$ cat src/rtl/dac_spi_tx.sv
// MCP4911 write-frame serialiser: packs a 10-bit offset-binary code into a
// 16-bit frame, shifts it MSB-first, then strobes LDAC. One-deep pending buffer.
module dac_spi_tx #(
  parameter int CLK_DIV = 25
) (
  input  logic       sysclk,
  input  logic       rst_n,
  input  logic [9:0] data_in,
  input  logic       load,
  output logic       busy,
  output logic       overrun,
  output logic       dac_sdi,
  output logic       dac_sck,
  output logic       dac_cs_n,
  output logic       dac_ld_n
);

  localparam int            DW       = (CLK_DIV > 1) ? $clog2(CLK_DIV) : 1;
  localparam logic [DW-1:0] DIV_LAST = DW'(CLK_DIV - 1);

  localparam logic [1:0] S_IDLE  = 2'd0;
  localparam logic [1:0] S_SHIFT = 2'd1;
  localparam logic [1:0] S_CSUP  = 2'd2;
  localparam logic [1:0] S_LATCH = 2'd3;

  logic [1:0]    state_q, state_d;
  logic [DW-1:0] div_q, div_d;
  logic [4:0]    half_q, half_d;
  logic [15:0]   shreg_q, shreg_d;
  logic [9:0]    pend_q, pend_d;
  logic          pend_vld_q, pend_vld_d;
  logic          sdi_q, sdi_d;
  logic          sck_q, sck_d;
  logic          cs_n_q, cs_n_d;
  logic          ld_n_q, ld_n_d;
  logic          busy_q, busy_d;
  logic          ovr_q, ovr_d;

  logic          tick;
  logic          latch_end;
  logic          start;
  logic          to_pending;
  logic [9:0]    start_data;
  logic [15:0]   start_frame;

  assign tick        = (div_q == DIV_LAST);
  assign latch_end   = (state_q == S_LATCH) && tick;
  assign start_frame = {4'b0011, start_data, 2'b00};

  // A frame starts from IDLE on load, or back-to-back as LATCH ends: the
  // pending sample has priority, otherwise a same-edge load acts as in IDLE.
  always_comb begin
    start      = 1'b0;
    start_data = data_in;
    if (state_q == S_IDLE) begin
      start = load;
    end else if (latch_end) begin
      if (pend_vld_q) begin
        start      = 1'b1;
        start_data = pend_q;
      end else begin
        start = load;
      end
    end
  end

  assign to_pending = load && (state_q != S_IDLE) && !(latch_end && !pend_vld_q);

  always_comb begin
    state_d    = state_q;
    div_d      = div_q;
    half_d     = half_q;
    shreg_d    = shreg_q;
    pend_d     = pend_q;
    pend_vld_d = pend_vld_q;
    sdi_d      = sdi_q;
    sck_d      = sck_q;
    cs_n_d     = cs_n_q;
    ld_n_d     = ld_n_q;
    busy_d     = busy_q;
    ovr_d      = 1'b0;

    if (state_q != S_IDLE) begin
      div_d = tick ? '0 : div_q + 1'b1;
    end

    case (state_q)
      S_SHIFT: begin
        if (tick) begin
          if (half_q == 5'd31) begin
            state_d = S_CSUP;
            cs_n_d  = 1'b1;
            sck_d   = 1'b0;
            sdi_d   = 1'b0;
          end else begin
            half_d = half_q + 5'd1;
            sck_d  = ~half_q[0];
            // Next half-period is even: SCK falls, present the next bit.
            if (half_q[0]) begin
              sdi_d   = shreg_q[14];
              shreg_d = {shreg_q[14:0], 1'b0};
            end
          end
        end
      end
      S_CSUP: begin
        if (tick) begin
          state_d = S_LATCH;
          ld_n_d  = 1'b0;
        end
      end
      S_LATCH: begin
        if (tick) begin
          state_d = S_IDLE;
          ld_n_d  = 1'b1;
          busy_d  = 1'b0;
        end
      end
      default: ;
    endcase

    if (start) begin
      state_d = S_SHIFT;
      div_d   = '0;
      half_d  = '0;
      shreg_d = start_frame;
      sdi_d   = start_frame[15];
      sck_d   = 1'b0;
      cs_n_d  = 1'b0;
      busy_d  = 1'b1;
    end

    if (latch_end && pend_vld_q) begin
      pend_vld_d = 1'b0;
    end

    if (to_pending) begin
      pend_d     = data_in;
      pend_vld_d = 1'b1;
      ovr_d      = pend_vld_q && !latch_end;
    end
  end

  always_ff @(posedge sysclk or negedge rst_n) begin
    if (!rst_n) begin
      state_q    <= S_IDLE;
      div_q      <= '0;
      half_q     <= '0;
      shreg_q    <= '0;
      pend_q     <= '0;
      pend_vld_q <= 1'b0;
      sdi_q      <= 1'b0;
      sck_q      <= 1'b0;
      cs_n_q     <= 1'b1;
      ld_n_q     <= 1'b1;
      busy_q     <= 1'b0;
      ovr_q      <= 1'b0;
    end else begin
      state_q    <= state_d;
      div_q      <= div_d;
      half_q     <= half_d;
      shreg_q    <= shreg_d;
      pend_q     <= pend_d;
      pend_vld_q <= pend_vld_d;
      sdi_q      <= sdi_d;
      sck_q      <= sck_d;
      cs_n_q     <= cs_n_d;
      ld_n_q     <= ld_n_d;
      busy_q     <= busy_d;
      ovr_q      <= ovr_d;
    end
  end

  assign busy     = busy_q;
  assign overrun  = ovr_q;
  assign dac_sdi  = sdi_q;
  assign dac_sck  = sck_q;
  assign dac_cs_n = cs_n_q;
  assign dac_ld_n = ld_n_q;

endmodule

$ cat config.mk
export PLATFORM = sky130hd
export DESIGN_NAME = dac_spi_tx
export DESIGN_NICKNAME = d
export VERILOG_FILES = /design/src/rtl/dac_spi_tx.sv
export SDC_FILE = /design/constraint.sdc
export NUM_CORES = 1
export LEC_CHECK = 0
export ABC_AREA = 1
export BUFFER_PORTS_ARGS = -buffer_cell sky130_fd_sc_hd__buf_2
export CORE_MARGIN = 3
export CORE_UTILIZATION = 49
export CTS_CLUSTER_SIZE = 14
export DETAILED_ROUTE_END_ITERATION = 16
export PLACE_DENSITY = 0.77
export SLEW_MARGIN = 40
export SYNTH_ARGS = -nofsm -noshare
export SYNTH_HDL_FRONTEND = slang
export SYNTH_SLANG_ARGS = --single-unit
$ cat constraint.sdc
create_clock -name sysclk -period 4.3 [get_ports sysclk]
set_input_delay 0.645 -clock sysclk [delete_from_list [all_inputs] [get_ports sysclk]]
set_output_delay 0.645 -clock sysclk [all_outputs]
set_load 0.02 [all_outputs]
==> metrics.md, run 1 <==
| Metric | Value |
|---|---|
| Status | completed |
| Combinational share of power | 34.4% |
| Final Setup Violations | 0 |
| Slowest CP cell | dfrtp_1 |
| PortBufs | 18 |
| HP Class | input port to async pin |
| Initial Util | 52.1% |
| Pwr dens | 556 nW/um^2 |
| Worst path max stage delay | 0.41 ns |
| Cts hold-fix bufs | 0 |
| Worst-Skew Late Latency | 0.29 ns |
| Nets | 292 |
| Die Y | 74.7 um |
| Antenna-violating nets left | 0 |
| Final max-slew violation count | 0 |
| Maximum clock frequency | 522 MHz |
| First DRT Iteration DRCs | 69 |
| Final period utilization | 44.5% |
| Critical Path, Cell by Cell | inv_1, ha_1, nor2_2, nand2_2, o21ai_0, o21ai_1 |
| P_int | 0.876 mW |
| WL/cell | 12.2 um |
| Gr ovfl total | 0 |
| Startpoint type of the worst setup path | flop |
| Vias in the first global route | 1,590 |
| Slew HR | 64.8% |
| Sw Pwr | 0.514 mW |
| DP Wirelength | 2750 um |
| Global-route wire length before repair | 7210 um |
| Syn Nets | 276 |
| DP Worst Slack | 2.41 ns |
| Clock H-tree levels | 2 |
| Post_cts resized | 0 |
| Crit. End Element | flop |
| Post-Route WL | 3940 um |
| Register area share after synthesis | 45.5% |
| GRT Util Overall | 16.5% |
| Setup Fix Bufs, Post-CTS | 0 |
| Ratio of cells with drive above 1 in the final layout | 21.0% |
| Cts bufs inserted | 5 |
| Synth Area per Inst | 9.07 sq um |
| TritonCTS clock tree | done |
| Area leader, netlist | dfrtp_1 |
| Worst path bufs/invs | 1 |
| Sink Count | 42 |
| Ys async rst share | 100% |
| TNS Setup | 0 ns |
| Clock share of power | 22.1% |
| Antenna Cells | 0 |
| Worst-path fanout max | 11 |
| Fin worst setup slack | 2.39 ns |
| First drt pass iteration count | 4 |
| Rows | 24 |
| DIE AREA | 5580 sq um |
| Root Buffer | clkbuf_8 |
| Avg Vias per Cell | 5.14 |
| Synthesized area | 2310 sq um |
| Period minus WS final | 1.91 ns |
| Top delay family on crit path | simple AND/OR/NAND/NOR gates |
| Die Wd | 74.7 um |
| VDD IR max | 0.000257 V |
| Worst setup path category | flop to flop |
| Yosys cell types | 35 |
| Ys flop type | dfrtp_1 |
| IO Pins | 19 |
| CP required | 4.47 ns |
| Max cap viols | 0 |
| Yosys reg bits | 42 |
| Initial antenna violation count | 0 |
| Area growth from synthesis to layout | 8.17% |
| Yosys top cell area share | 43.3% |
| Clock transition at path regs | 0.08 ns |
| Layout Utilization | 56.3% |
| Vias after detailed routing | 1,664 |
| Core outline area | 4440 sq um |
| Measured slew at the worst slew-check pin | 0.525 ns |
| Top cells by count, synth | dfrtp_1, nand2_1, inv_1 |
| Static Leak | 1.26 nW |
| CP arrival | 2.09 ns |
| Final Hold Vio Count | 0 |
| Ys Warns | 0 |
| Sequential share of power | 43.5% |
| Setup Skew | 0.00622 ns |
| Sw Share | 37.0% |
| Number of cells produced by synthesis | 255 |
| Post-synth EDFFs | 0 |
| Top post-synthesis cells by area | dfrtp_1, nand2_1, o21ai_0 |
| Largest net degree at the start of global routing | 43 |
| RSZ-0062 raised after global routing | false |
| Placer Congestion | 0.804 |
| Clock Tree Buf Depth | 2 |
| Post-route DRC | 0 |
[cells in the final DEF (no fill, tap or decap), types with 2 or more instances in the layout]
cell type / instances
nor2_1: 21
buf_2: 17
dfstp_2: 2
nand2_1: 40
nand4_1: 4
ha_1: 8
nand2_4: 3
inv_1: 29
a21oi_2: 6
clkbuf_8: 5
nand3_4: 2
xor2_1: 2
nand3_2: 5
a21oi_1: 8
dfrtp_1: 40
o21ai_1: 10
nand3_1: 13
inv_2: 4
o21ai_0: 23
nand3b_1: 9
nand2_2: 3
nor3_1: 4
[cell families after synthesis]
kind of cell	Yosys count	share of synthesized area, %
AND/OR/NAND/NOR	109	26.3
AO/OA/AOI/OAI	51	13.2
buffers and inverters	43	9.84
flip-flops	42	45.5
adder cells (fa/ha/maj)	8	4.33
XOR/XNOR	2	0.757
[final timing paths]
| kind | startpoint | endpoint | slack (ns) | cells after the start |
|---|---|---|---|---|
| setup reg to reg | state_q[0]$_DFFE_PN0P_ | shreg_q[2]$_DFFE_PN0P_ | 2.39 | 6 |
| setup / recovery | state_q[0]$_DFFE_PN0P_ | shreg_q[2]$_DFFE_PN0P_ | 2.39 | 6 |
| hold / removal | rst_n | half_q[0]$_DFFE_PN0P_ | 0.33 | 1 |
| max in group asynchronous | rst_n | pend_q[2]$_DFFE_PN0P_ | 3.60 | 1 |
| min in group sysclk | dac_sdi$_DFFE_PN0P_ | dac_sdi$_DFFE_PN0P_ | 0.47 | 2 |
| hold reg to reg | dac_sdi$_DFFE_PN0P_ | dac_sdi$_DFFE_PN0P_ | 0.47 | 2 |
[layer usage]
metal	up-vias	track usage [%]	share of wire (%)	wire length (um)
li1	861	-	-	-
met1	754	22.7	49	1920
met2	42	26.4	44	1750
met3	7	4.01	5.7	225
met4	0	4.15	1.2	46
met5	-	0	0	0
[sequential cells by signal, indices dropped and copies added, names as in the netlist]
name	flops
shreg_q	13
pend_q	10
div_q	5
half_q	5
state_q	2
busy	1
dac_cs_n	1
dac_ld_n	1
dac_sck	1
dac_sdi	1
overrun	1
pend_vld_q	1
[through the flow]
stage          std cells  power, mW  instance area [sq um]  hold slack, ns
2_1_floorplan        255       1.01                   2310           0.349
3_3_place_gp         316       1.07                   2380           0.456
3_5_place_dp         316       1.09                   2380           0.454
4_1_cts              324       1.41                   2490           0.340
5_1_grt              324       1.51                   2500           0.357
6_report             324       1.39                   2500           0.326
[cell type report]
class / count / area (sq um)
tap: 52 / 65.1
fill: 420 / 1940
timing repair buffer: 18 / 92.6
sequential: 42 / 1050
multi-input combinational: 170 / 1040
inverter: 34 / 140
clock buffer: 6 / 72.6
clock inverter: 2 / 37.5
[power groups by stage]
stage	Combinational [mW]	Sequential [mW]	Clock, mW
3_5_place_dp	0.481	0.612	0
3_3_place_gp	0.464	0.607	0
5_1_grt	0.555	0.622	0.335
2_1_floorplan	0.399	0.606	0
6_report	0.478	0.606	0.307
4_1_cts	0.484	0.605	0.321
[worst register-to-register path, delay by kind of cell (launching register included)]
family                     cells  cell delay, ns
and+or+nand+nor                2            0.65
buffers and inverters          1            0.09
AOI/OAI and AO/OA              2            0.36
adders and majority gates      1            0.30
DFF                            1            0.41
No activity file was read; power rests on OpenSTA's default activity.
==> run 2, diff against run 1 <==
Settings changed: ABC_AREA 1 to 0, PLACE_DENSITY 0.77 to 0.78.
Clock period 4.3 ns to 2 ns, I/O delays scaled along.
==> metrics.md, run 2 <==
| Metric | Value |
|---|---|
| HP Class | input port to flop (was input port to async pin) |
| Antenna Cells | 0 (unchanged) |
| Sink Count | 42 (unchanged) |
| TritonCTS clock tree | done (unchanged) |
| Max cap viols | 0 (unchanged) |
| Yosys top cell area share | 45.5% (was 43.3%) |
| Die Y | 73.0 um (was 74.7 um) |
| Setup Skew | 0.00745 ns (was 0.00622 ns) |
| Crit. End Element | flop (unchanged) |
| Max reg flops | 13 (unchanged) |
| Initial Util | 52.7% (was 52.1%) |
| Avg Vias per Cell | 5.63 (was 5.14) |
| Largest net degree at the start of global routing | 23 (was 43) |
| Hold path cells | 2 |
| Area growth from synthesis to layout | 12.7% (was 8.17%) |
| Yosys reg bits | 42 (unchanged) |
| First drt pass iteration count | 4 (unchanged) |
| Top flop regs | shreg_q x13, pend_q x10 (unchanged) |
| Final Hold Vio Count | 0 (unchanged) |
| Post-Route WL | 4190 um (was 3940 um) |
| Status | completed (unchanged) |
| Top reg by flops | shreg_q (unchanged) |
| First DRT Iteration DRCs | 102 (was 69) |
| Top post-synthesis cells by area | dfrtp_1, mux2_4, buf_6 (was dfrtp_1, nand2_1, o21ai_0) |
| Core outline area | 4170 sq um (was 4440 sq um) |
| Worst-path fanout max | 5 (was 11) |
| Reg2reg setup slack | 0.13 ns (was 2.39 ns) |
| Final max-slew violation count | 0 (unchanged) |
| Final Setup Violations | 0 (unchanged) |
| DP Worst Slack | 0.0725 ns (was 2.41 ns) |
| Placer Congestion | 0.760 (was 0.804) |
| CP arrival | 2.05 ns (was 2.09 ns) |
| Vias in the first global route | 1,493 (was 1,590) |
| Final Cell Area | 2480 sq um (was 2500 sq um) |
| Measured slew at the worst slew-check pin | 0.473 ns (was 0.525 ns) |
| CP required | 2.18 ns (was 4.47 ns) |
| Antenna-violating nets left | 0 (unchanged) |
| Root Buffer | clkbuf_8 (unchanged) |
| R2r endpoint | half_q[1]$_DFFE_PN0P_ (was shreg_q[2]$_DFFE_PN0P_) |
| Die Wd | 73.0 um (was 74.7 um) |
| Fillers | 337 (was 420) |
| R2R depth | 7 (was 6) |
| Global-route wire length before repair | 7220 um (was 7210 um) |
| Ys Warns | 0 (unchanged) |
| Rows | 23 (was 24) |
| RSZ-0062 raised after global routing | false (unchanged) |
| Post-synth EDFFs | 0 (unchanged) |
| Initial antenna violation count | 0 (unchanged) |
| Cts bufs inserted | 5 (unchanged) |
| Period minus WS final | 1.87 ns (was 1.91 ns) |
| Register area share after synthesis | 47.9% (was 45.5%) |
| Ys async rst share | 100% (unchanged) |
| Clock H-tree levels | 2 (unchanged) |
| TNS Setup | 0 ns (unchanged) |
| Maximum clock frequency | 534 MHz (was 522 MHz) |
| Clock Tree Buf Depth | 2 (unchanged) |
| Ys flop type | dfrtp_1 (unchanged) |
| VDD IR max | 0.000355 V (was 0.000257 V) |
| Worst-Skew Late Latency | 0.30 ns (was 0.29 ns) |
| DIE AREA | 5330 sq um (was 5580 sq um) |
| Ratio of cells with drive above 1 in the final layout | 30.4% (was 21.0%) |
| Final period utilization | 93.6% (was 44.5%) |
| Synth Area per Inst | 11.6 sq um (was 9.07 sq um) |
| Worst hold start | data_in[6] |
| Vias after detailed routing | 1,502 (was 1,664) |
| IO Pins | 19 (unchanged) |
| Startpoint type of the worst setup path | flop (unchanged) |
| Number of cells produced by synthesis | 190 (was 255) |
| Count leader, synth | dfrtp_1 |
| Nets | 237 (was 292) |
| Syn Nets | 211 (was 276) |
| Area of placed instances | 2350 sq um (was 2380 sq um) |
| Setup Fix Bufs, Post-CTS | 0 (unchanged) |
| Most frequent cells in the layout | dfrtp_1, buf_2, nand2_1 (was nand2_1, dfrtp_1, inv_1) |
| DP Wirelength | 2970 um (was 2750 um) |
| GRT Util Overall | 17.9% (was 16.5%) |
| Post-route DRC | 0 (unchanged) |
| Fin worst setup slack | 0.127 ns (was 2.39 ns) |
| Most common cell after layout, fill and taps aside | dfrtp_1 |
| Synthesized area | 2200 sq um (was 2310 sq um) |
| Top cells by count, synth | dfrtp_1, nand2_1, o21ai_0 (was dfrtp_1, nand2_1, inv_1) |
| Worst setup path category | flop to flop (unchanged) |
| PortBufs | 18 (unchanged) |
| Slew HR | 68.4% (was 64.8%) |
| Clock transition at path regs | 0.08 ns (about the same) |
| WL/cell | 15.7 um (was 12.2 um) |
| Area leader, netlist | dfrtp_1 (unchanged) |
| Worst Hold End | pend_q[6]$_DFFE_PN0P_ |
| Gr ovfl total | 0 (unchanged) |
| Origin of the critical flop-to-flop path | half_q[1]$_DFFE_PN0P_ (was state_q[0]$_DFFE_PN0P_) |
| Yosys cell types | 46 (was 35) |
| Static Leak | 1.15 nW (was 1.26 nW) |
| Pwr dens | 660 nW/um^2 (was 556 nW/um^2) |
[run 2: power by group]
part           leakage [nW]  switching, mW  internal, mW  total [mW]
clock network        0.0579          0.298         0.367       0.666
registers             0.483         0.0114         0.870       0.881
logic                 0.609         0.0416        0.0487      0.0903
[run 2: repair_timing]
action / CTS / global route
setup endpoints to repair: 0 / 12
endpoints found under the hold margin: 18 / 0
hold buffers: 1 / 0
gates resized for setup: 0 / 3
[run 2: layer usage]
layer / track usage (%) / part of all wire [%]
met1: 24.6 / 49
met2: 27.0 / 46
met3: 4.13 / 3.0
met4: 7.99 / 1.7
met5: 0 / 0
[run 2: worst max-delay path: stages, from the launching register on]
cell and delay [ns]:
dfrtp_1 0.40, ha_1 0.20, and3_1 0.19, ha_1 0.23, nor2b_1 0.16, and2_1 0.28
mux2i_1 0.22, nor2_1 0.06
[run 2: logic make-up after synthesis]
group | share of synthesized area [%]
and+or+nand+nor | 12.6
AOI/OAI and AO/OA | 19.0
DFF | 47.9
buffers and inverters | 6.42
muxes | 8.02
adders and majority gates | 4.55
xor gates and xnor gates | 1.59
[run 2: worst max-delay path by stage]
stage                           from                 endpoint  slack (ns)  cells past startpoint
3_3_place_gp   half_q[0]$_DFFE_PN0P_   shreg_q[8]$_DFFE_PN0P_        0.15                      7
4_1_cts        half_q[1]$_DFFE_PN0P_   shreg_q[9]$_DFFE_PN0P_        0.04                      7
6_report       half_q[1]$_DFFE_PN0P_    half_q[1]$_DFFE_PN0P_        0.13                      7
2_1_floorplan  half_q[0]$_DFFE_PN0P_  shreg_q[10]$_DFFE_PN0P_        0.13                      8
3_5_place_dp   half_q[1]$_DFFE_PN0P_   shreg_q[9]$_DFFE_PN0P_        0.07                      7
5_1_grt        half_q[0]$_DFFE_PN0P_    half_q[4]$_DFFE_PN0P_        0.02                      7
[run 2: per-stage QoR]
step	hold slack, ns	power [mW]	utilization, %	cells
2_1_floorplan	0.00441	0.940	-	190
3_3_place_gp	0.288	0.986	56.4	258
3_5_place_dp	0.293	0.988	56.4	258
4_1_cts	0.239	1.65	59.3	267
5_1_grt	0.239	1.70	59.5	267
6_report	0.244	1.64	59.5	267
[run 2: layout make-up]
cell class | instances | area [sq um] | area share, %
Inverter | 7 | 26.3 | 1.06
Multi-Input combinational cell | 129 | 1010 | 40.9
Sequential cell | 42 | 1050 | 42.5
Timing Repair Buffer | 31 | 215 | 8.67
Tap cell | 50 | 62.6 | 2.52
Clock inverter | 3 | 40.0 | 1.61
Clock buffer | 5 | 68.8 | 2.77
